==> src/rtl/hilo_muldiv.sv <==
// Iterative MULTU/DIVU unit that produces the HI/LO pair read by MFHI/MFLO.
// Shift-add multiply and restoring divide, one iteration per clock over WIDTH cycles.
module hilo_muldiv #(
  parameter int WIDTH = 32
) (
  input  logic             clk,
  input  logic             reset,
  input  logic [WIDTH-1:0] dataA,
  input  logic [WIDTH-1:0] dataB,
  input  logic [5:0]       Signal,
  input  logic             start,
  output logic             busy,
  output logic             done,
  output logic [WIDTH-1:0] HiOut,
  output logic [WIDTH-1:0] LoOut
);

  typedef enum logic {IDLE, CALC} state_t;

  localparam logic [5:0] F_MULTU = 6'b011001;
  localparam logic [5:0] F_DIVU  = 6'b011011;
  localparam int unsigned CW = $clog2(WIDTH) + 1;
  localparam logic [CW-1:0] LAST = CW'(WIDTH - 1);

  state_t             state;
  logic [CW-1:0]      cnt;
  logic               is_div;
  logic [WIDTH-1:0]   oper;
  logic [2*WIDTH-1:0] acc;
  logic [WIDTH-1:0]   rem;
  logic [WIDTH-1:0]   quo;

  logic [WIDTH:0]     mul_sum;
  logic [2*WIDTH-1:0] mul_next;
  logic [WIDTH:0]     div_shift;
  logic [WIDTH-1:0]   div_diff;
  logic               div_ge;
  logic [WIDTH-1:0]   rem_next;
  logic [WIDTH-1:0]   quo_next;

  always_comb begin
    mul_sum   = {1'b0, acc[2*WIDTH-1:WIDTH]} + (acc[0] ? {1'b0, oper} : '0);
    mul_next  = {mul_sum, acc[WIDTH-1:1]};
    div_shift = {rem, quo[WIDTH-1]};
    div_ge    = (div_shift >= {1'b0, oper});
    // A successful trial difference is below the divisor, so the low WIDTH bits are exact.
    div_diff  = div_shift[WIDTH-1:0] - oper;
    rem_next  = div_ge ? div_diff : div_shift[WIDTH-1:0];
    quo_next  = {quo[WIDTH-2:0], div_ge};
  end

  always_ff @(posedge clk or negedge reset) begin
    if (!reset) begin
      state  <= IDLE;
      cnt    <= '0;
      is_div <= 1'b0;
      oper   <= '0;
      acc    <= '0;
      rem    <= '0;
      quo    <= '0;
      busy   <= 1'b0;
      done   <= 1'b0;
      HiOut  <= '0;
      LoOut  <= '0;
    end else begin
      done <= 1'b0;
      case (state)
        IDLE: begin
          if (start && (Signal == F_MULTU || Signal == F_DIVU)) begin
            state  <= CALC;
            busy   <= 1'b1;
            cnt    <= '0;
            is_div <= (Signal == F_DIVU);
            if (Signal == F_DIVU) begin
              oper <= dataB;
              rem  <= '0;
              quo  <= dataA;
              acc  <= '0;
            end else begin
              oper <= dataA;
              acc  <= {{WIDTH{1'b0}}, dataB};
              rem  <= '0;
              quo  <= '0;
            end
          end
        end
        CALC: begin
          cnt <= cnt + 1'b1;
          if (is_div) begin
            rem <= rem_next;
            quo <= quo_next;
          end else begin
            acc <= mul_next;
          end
          if (cnt == LAST) begin
            state <= IDLE;
            busy  <= 1'b0;
            done  <= 1'b1;
            HiOut <= is_div ? rem_next : mul_next[2*WIDTH-1:WIDTH];
            LoOut <= is_div ? quo_next : mul_next[WIDTH-1:0];
          end
        end
      endcase
    end
  end

endmodule

==> config.mk <==
export PLATFORM = sky130hd
export DESIGN_NAME = hilo_muldiv
export DESIGN_NICKNAME = d
export VERILOG_FILES = /design/src/rtl/hilo_muldiv.sv
export SDC_FILE = /design/constraint.sdc
export NUM_CORES = 1
export LEC_CHECK = 0
export CAP_MARGIN = 20
export CORE_MARGIN = 1.5
export CORE_UTILIZATION = 45
export DETAILED_ROUTE_END_ITERATION = 12
export GPL_TIMING_DRIVEN = 1
export PLACE_DENSITY = 0.68
export SETUP_SLACK_MARGIN = 0.02
export SLEW_MARGIN = 20
export SYNTH_ARGS = -nofsm -noshare
export SYNTH_HDL_FRONTEND = slang
export SYNTH_SLANG_ARGS = --single-unit
export TNS_END_PERCENT = 50
==> constraint.sdc <==
create_clock -name clk -period 3.3 [get_ports clk]
set_clock_uncertainty 0.2 [all_clocks]
set_input_delay 0.825 -clock clk [delete_from_list [all_inputs] [get_ports clk]]
set_output_delay 0.825 -clock clk [all_outputs]
set_load 0.005 [all_outputs]
* Word-level counts from Yosys, hierarchy flattened
Index checks and enable logic that the tools add are counted.
Widths: inputs -> output; s select.
** Storage, ports and cells
- Register bits after elaboration :: 234
- Input bits :: 73
- Output and inout bits :: 66
- Word-level logic and storage cells :: 56
** Operators by class
- $add $sub $neg :: 3
- Order comparisons :: 1
- Eq/ne operators :: 7
- Multiplexer cells :: 26
- Bitwise gates (word level) :: 1
- Reduce and logical (&&, ||, !) cells :: 7
** Operators with widths (number)
- $mux 32 :: 11
- $mux 64 :: 2
- $pmux 32 s2 :: 2
- $pmux 64 s2 :: 1
- $add 32x32->33 :: 1
- $ge 33x32->1 :: 1
- $sub 32x32->32 :: 1
- $eq 6x5->1 const B :: 3
- $pmux 6 s2 :: 1
- $reduce_and 2->1 :: 5
- $add 6x1->6 const B :: 1
- $mux 1 :: 6
- $mux 6 :: 1
- $ne 2x1->1 const B :: 2
- $ne 2x2->1 const B :: 2
- $pmux 1 s2 :: 2
- $logic_and 1x1->1 :: 1
- $logic_or 1x1->1 :: 1
- $not 1->1 :: 1

* Depth between registers and ports, before layout
- Word-level depth :: 5
- Depth in mapped cells :: 15
- Mapped depth without buffers :: 14

* Worst setup path before layout
OpenSTA, ideal clock, no wires.
- Path kind :: register -> register
- Start point :: register acc[0]
- End point :: register HiOut[29]
- Setup time :: 0.133 ns
- Arrival time :: 2.914 ns
- Data required time :: 2.967 ns
- Path slack :: 0.053 ns
- Stages on the path, launching flop included :: 16
- Path buffers :: 1
- Period minus slack after synthesis :: 3.247 ns
- Cells stage by stage :: dfrtp_1 -> clkbuf_1 -> and2_1 -> ha_1 -> inv_1 -> fa_1 -> nand2b_1 -> a21oi_1 -> o21ai_1 -> o21ai_2 -> a211oi_2 -> o31ai_1 -> a21oi_1 -> o21ai_1 -> mux2i_1 -> o211ai_1
** On the way
- Word-level cells in the longest chain between the ends :: 3
** Ends and longest elaborated chain
- start: declaration :: RTL line 29 : logic [2*WIDTH-1:0] acc;
- start signal: assignment :: RTL line 81 : acc <= {{WIDTH{1'b0}}, dataB};
- start signal: assignment :: RTL line 93 : acc <= mul_next;
- $mux 32 :: RTL line 42 : mul_sum = {1'b0, acc[2*WIDTH-1:WIDTH]} + (acc[0] ? {1'b0, oper} : '0);
- $add 32x32->33 :: RTL line 42
- $mux 32 :: RTL line 99 : HiOut <= is_div ? rem_next : mul_next[2*WIDTH-1:WIDTH];
- end signal: assignment :: RTL line 99
- end: declaration :: RTL line 14 : output logic [WIDTH-1:0] HiOut,
No other way between the ends.
A chain may end at the register's enable or synchronous reset.

* Worst setup path in the final report
- Start point :: register oper[10]
- End point :: register HiOut[10]
** On the way
- Word-level cells in the longest chain between the ends :: 3
- Elaborated cells between the ends (all ways) :: 6
- Those cells by class :: add/sub (2); order compare (1); mux (3)
** Ends and longest elaborated chain
- start: declaration :: RTL line 28 : logic [WIDTH-1:0] oper;
- start signal: assignment :: RTL line 75 : oper <= dataB;
- start signal: assignment :: RTL line 80 : oper <= dataA;
- $mux 32, or another cell as far along :: RTL line 42
- $add 32x32->33 / $mux 32 (equally long branches) :: RTL line 42, 48
- $mux 32 (*) :: RTL line 99
Every way passes the cells marked *; elsewhere a longest branch is shown, timed or not.

==> impl_metrics.csv <==
group,metric,value,unit
logic_synthesis,synth_cells,1703,
floorplan,die_h,181,um
critical_path,required,3500,ps
logic_synthesis,synth_edf_count,0,
detailed_routing,viasPerCell,5.68,
global_route,gr-total-overflow,0,
pwr,power,17.8,mW
detailed_routing,drt_wl_total,43100,um
clock_tree,clk_path_buf_depth,3,
logic_synthesis,yosys.area.top_type,"dfrtp_1",
detailed_routing,firstDrtPassIters,5,
logic_synthesis,synth_top_cells_by_area,"dfrtp_1 (41%), nand2_1 (7.9%), o21ai_0 (6.2%)",
critical_path,worstPathArrival,3510,ps
placement,io_buffers,138,
critical_path,cp_max_fo,15,
global_route,grt_pass1_wl,67400,um
placement,place_ws,-240,ps
clock_tree,cts_hold_buf,0,
detailed_routing,wl_met1,19800,um
critical_path,path_cells,"inv_1 > ha_2 > nand4_1 > or3_4 > o211ai_1 > a21oi_2 > o211ai_4 > buf_12 > mux2i_2 > nor2_1 > a21oi_1 > o21ai_1",
cells_and_area,final_common_cell,"nand2_1",
global_route,grt_pass1_vias,12700,
clock_tree,cts_tree,"done",
floorplan,core,31400,um^2
detailed_routing,route.detailed.drc,0,
critical_path,critical-path-top-delay-family,"compound AO/OA/AOI/OAI gates",
sta,post-route-min-period,3310,ps
placement,dpl.hpwl,30500,um
status,violations,"setup timing",
sta,rsz0062_at_grt,"true",
floorplan,fp.dieW,181,um
sta,drv_slew,0,
worst_hold_path,hp-class,"input port to async pin",
placement,gp_congestion,1.01,
logic_synthesis,ys_warn_count,0,
sta,hold_violations,0,
critical_path,critPathBufInv,2,
sta,hold_ws,45.5,ps
floorplan,initial_core_util,0.455,
clock_tree,cts.clk_slew.worst_paths,60,ps
detailed_routing,vias,13200,
sta,tightest_slew,702,ps
clock_tree,cts_sinks,234,
cells_and_area,syn2layout_area_growth,29.5,%
cells_and_area,final_cell_mix,"nand2_1 (297), dfrtp_1 (226), o21ai_0 (162), clkdlybuf4s50_1 (137), a21oi_1 (131)",
pwr,ir_drop,0.472,mV
logic_synthesis,ys_types,68,
logic_synthesis,syn_avg_cell_area,8.39,um^2
critical_path,cp-start-kind,"flop",
detailed_routing,wl_met3,3080,um
sta,slew_headroom,0.532,
clock_tree,root_buffer,"clkbuf_16",
cells_and_area,stdcell_area,18500,um^2
logic_synthesis,synthFlopType,"dfrtp_1",
detailed_routing,ant_nets,0,
logic_synthesis,seq_area_frac_synth,0.410,
critical_path,critPathKind,"flop to flop",
detailed_routing,post_drt_wl_per_cell,18.6,um
logic_synthesis,syn_area,14300,um^2
detailed_routing,drt_iter0_drc,1032,
detailed_routing,dr_wl_met2,19200,um
sta,finalSetupTns,-11.5,ps
placement,place_area,16800,um^2
sta,finalSetupViolCount,2,
cells_and_area,fillers,2716,
floorplan,rows,65,
job,maxCapViolCount,0,
global_route,grt_max_degree,92,
critical_path,cpMaxStageDelayCell,"dfrtp_1",
clock_tree,h-tree-depth,1,
cells_and_area,drive_above_1_share,0.165,
clock_tree,cts_made_buffers,26,
logic_synthesis,syn_nets,1843,
logic_synthesis,synthArstFlopShare,1.00,
sta,timing.final.ws_setup,-10.8,ps
pwr,p_per_area,960,nW/um^2
critical_path,endpoint_kind,"flop",
sta,post-route-period-util,1.00,
cells_and_area,layout.nets,2044,
clock_tree,insertion_delay,540,ps
sta,max_freq,0.302,GHz
global_route,antenna_found_initial,3,
floorplan,die_area,32800,um^2
logic_synthesis,yosysTopAreaCellShare,0.410,
pwr,leakagePower,8.43,nW
detailed_routing,top_layer,"met5",
floorplan,ios,139,
global_route,track_usage,0.254,
critical_path,max_stage_delay,410,ps
status,status,"complete, but fails checks",
logic_synthesis,ys_seq_elements,234,
==> state kept, by name, indices dropped and copies added (netlist names) <==
| signal | count |
|---|---|
| acc | 64 |
| HiOut | 32 |
| LoOut | 32 |
| oper | 32 |
| quo | 32 |
| rem | 32 |
| cnt | 6 |
| busy | 1 |
| done | 1 |
| is_div | 1 |
| state | 1 |
==> cell families after synthesis <==
group,synth area share
adders and majority gates,0.0597
and+or+nand+nor,0.181
DFF,0.410
muxes,0.0378
buffers and inverters,0.0466
AOI/OAI and AO/OA,0.230
xor gates and xnor gates,0.0349
==> layout make-up <==
| cell class | count | area [um^2] | share of cell area |
|---|---|---|---|
| Multi-Input combinational cell | 1305 | 8450 | 0.456 |
| Sequential cell | 234 | 5870 | 0.317 |
| Timing Repair Buffer | 280 | 2580 | 0.140 |
| Clock buffer | 38 | 747 | 0.0404 |
| Tap cell | 402 | 503 | 0.0272 |
| Inverter | 57 | 214 | 0.0116 |
| Clock inverter | 8 | 140 | 0.00757 |
| Antenna cell | 1 | 2.50 | 0.000135 |
==> worst register-to-register path, cell delays in order, from the launching register on <==
cell and delay, ps:
dfrtp_1 410, inv_1 70, ha_2 380, nand4_1 140, or3_4 360, o211ai_1 350
a21oi_2 180, o211ai_4 240, buf_12 220, mux2i_2 290, nor2_1 80, a21oi_1 190
o21ai_1 80
==> per-layer routing <==
metal / vias to the layer above / track usage
met1: 6300 / 0.367
met4: 2 / 0.0723
li1: 6360 / -
met5: - / 0
met2: 452 / 0.391
met3: 86 / 0.0415
==> cell usage after synthesis (3+ instances only) <==
cell type and number:
nor3_1 12, o221ai_1 4, inv_1 55, a221oi_1 6
o21ai_0 177, and2_1 37, nor3b_1 21, buf_6 4
o211ai_1 11, nand4_1 10, a21o_1 39, nor2b_1 8
nor2_1 126, ha_1 65, mux2i_1 54, o31ai_1 7
o21a_1 6, or3_1 3, clkbuf_1 86, buf_1 5
dfrtp_1 234, and3_1 12, a21oi_1 146, or2_2 5
o21ai_2 3, nand3_1 32, o21bai_1 10, xnor2_1 33
a22o_1 26, nand2b_1 12, xor2_1 24, o21ba_2 3
a21oi_2 3, nand2_1 301, buf_2 9, a31oi_1 43
o21ai_1 22, a211oi_1 11
==> final timing paths <==
| kind | from | slack, ps | depth (start not counted) | end |
|---|---|---|---|---|
| max in group asynchronous | reset | 1980 | 2 | rem[17]$_DFFE_PN0P_ |
| max reg2reg | oper[10]$_DFFE_PN0P_ | -10 | 12 | HiOut[10]$_DFFE_PN0P_ |
| max | oper[10]$_DFFE_PN0P_ | -10 | 12 | HiOut[10]$_DFFE_PN0P_ |
| min in group clk | HiOut[22]$_DFFE_PN0P_ | 280 | 2 | HiOut[22]$_DFFE_PN0P_ |
| min reg2reg | HiOut[22]$_DFFE_PN0P_ | 280 | 2 | HiOut[22]$_DFFE_PN0P_ |
| min | reset | 50 | 1 | acc[8]$_DFFE_PN0P_ |
==> power breakdown <==
part | total (mW) | internal (mW) | switching (mW)
clock network | 3.10 | 1.87 | 1.23
registers | 4.53 | 3.69 | 0.838
logic | 10.1 | 4.55 | 5.58
total | 17.8 | 10.1 | 7.64
==> timing repair <==
action / CTS / global route
setup buffers: 4 / 15
resized for setup: 26 / 115
pin swaps: 11 / 48
gates cloned: 0 / 1
endpoints found under the setup margin: 20 / 63
==> per-stage QoR <==
stage               utilization  cells
finish                    0.589   2325
global route              0.589   2324
CTS                       0.567   2308
detailed placement        0.534   2258
global placement          0.534   2258
floorplan                     -   1703
No activity file was read; power rests on OpenSTA's default activity.
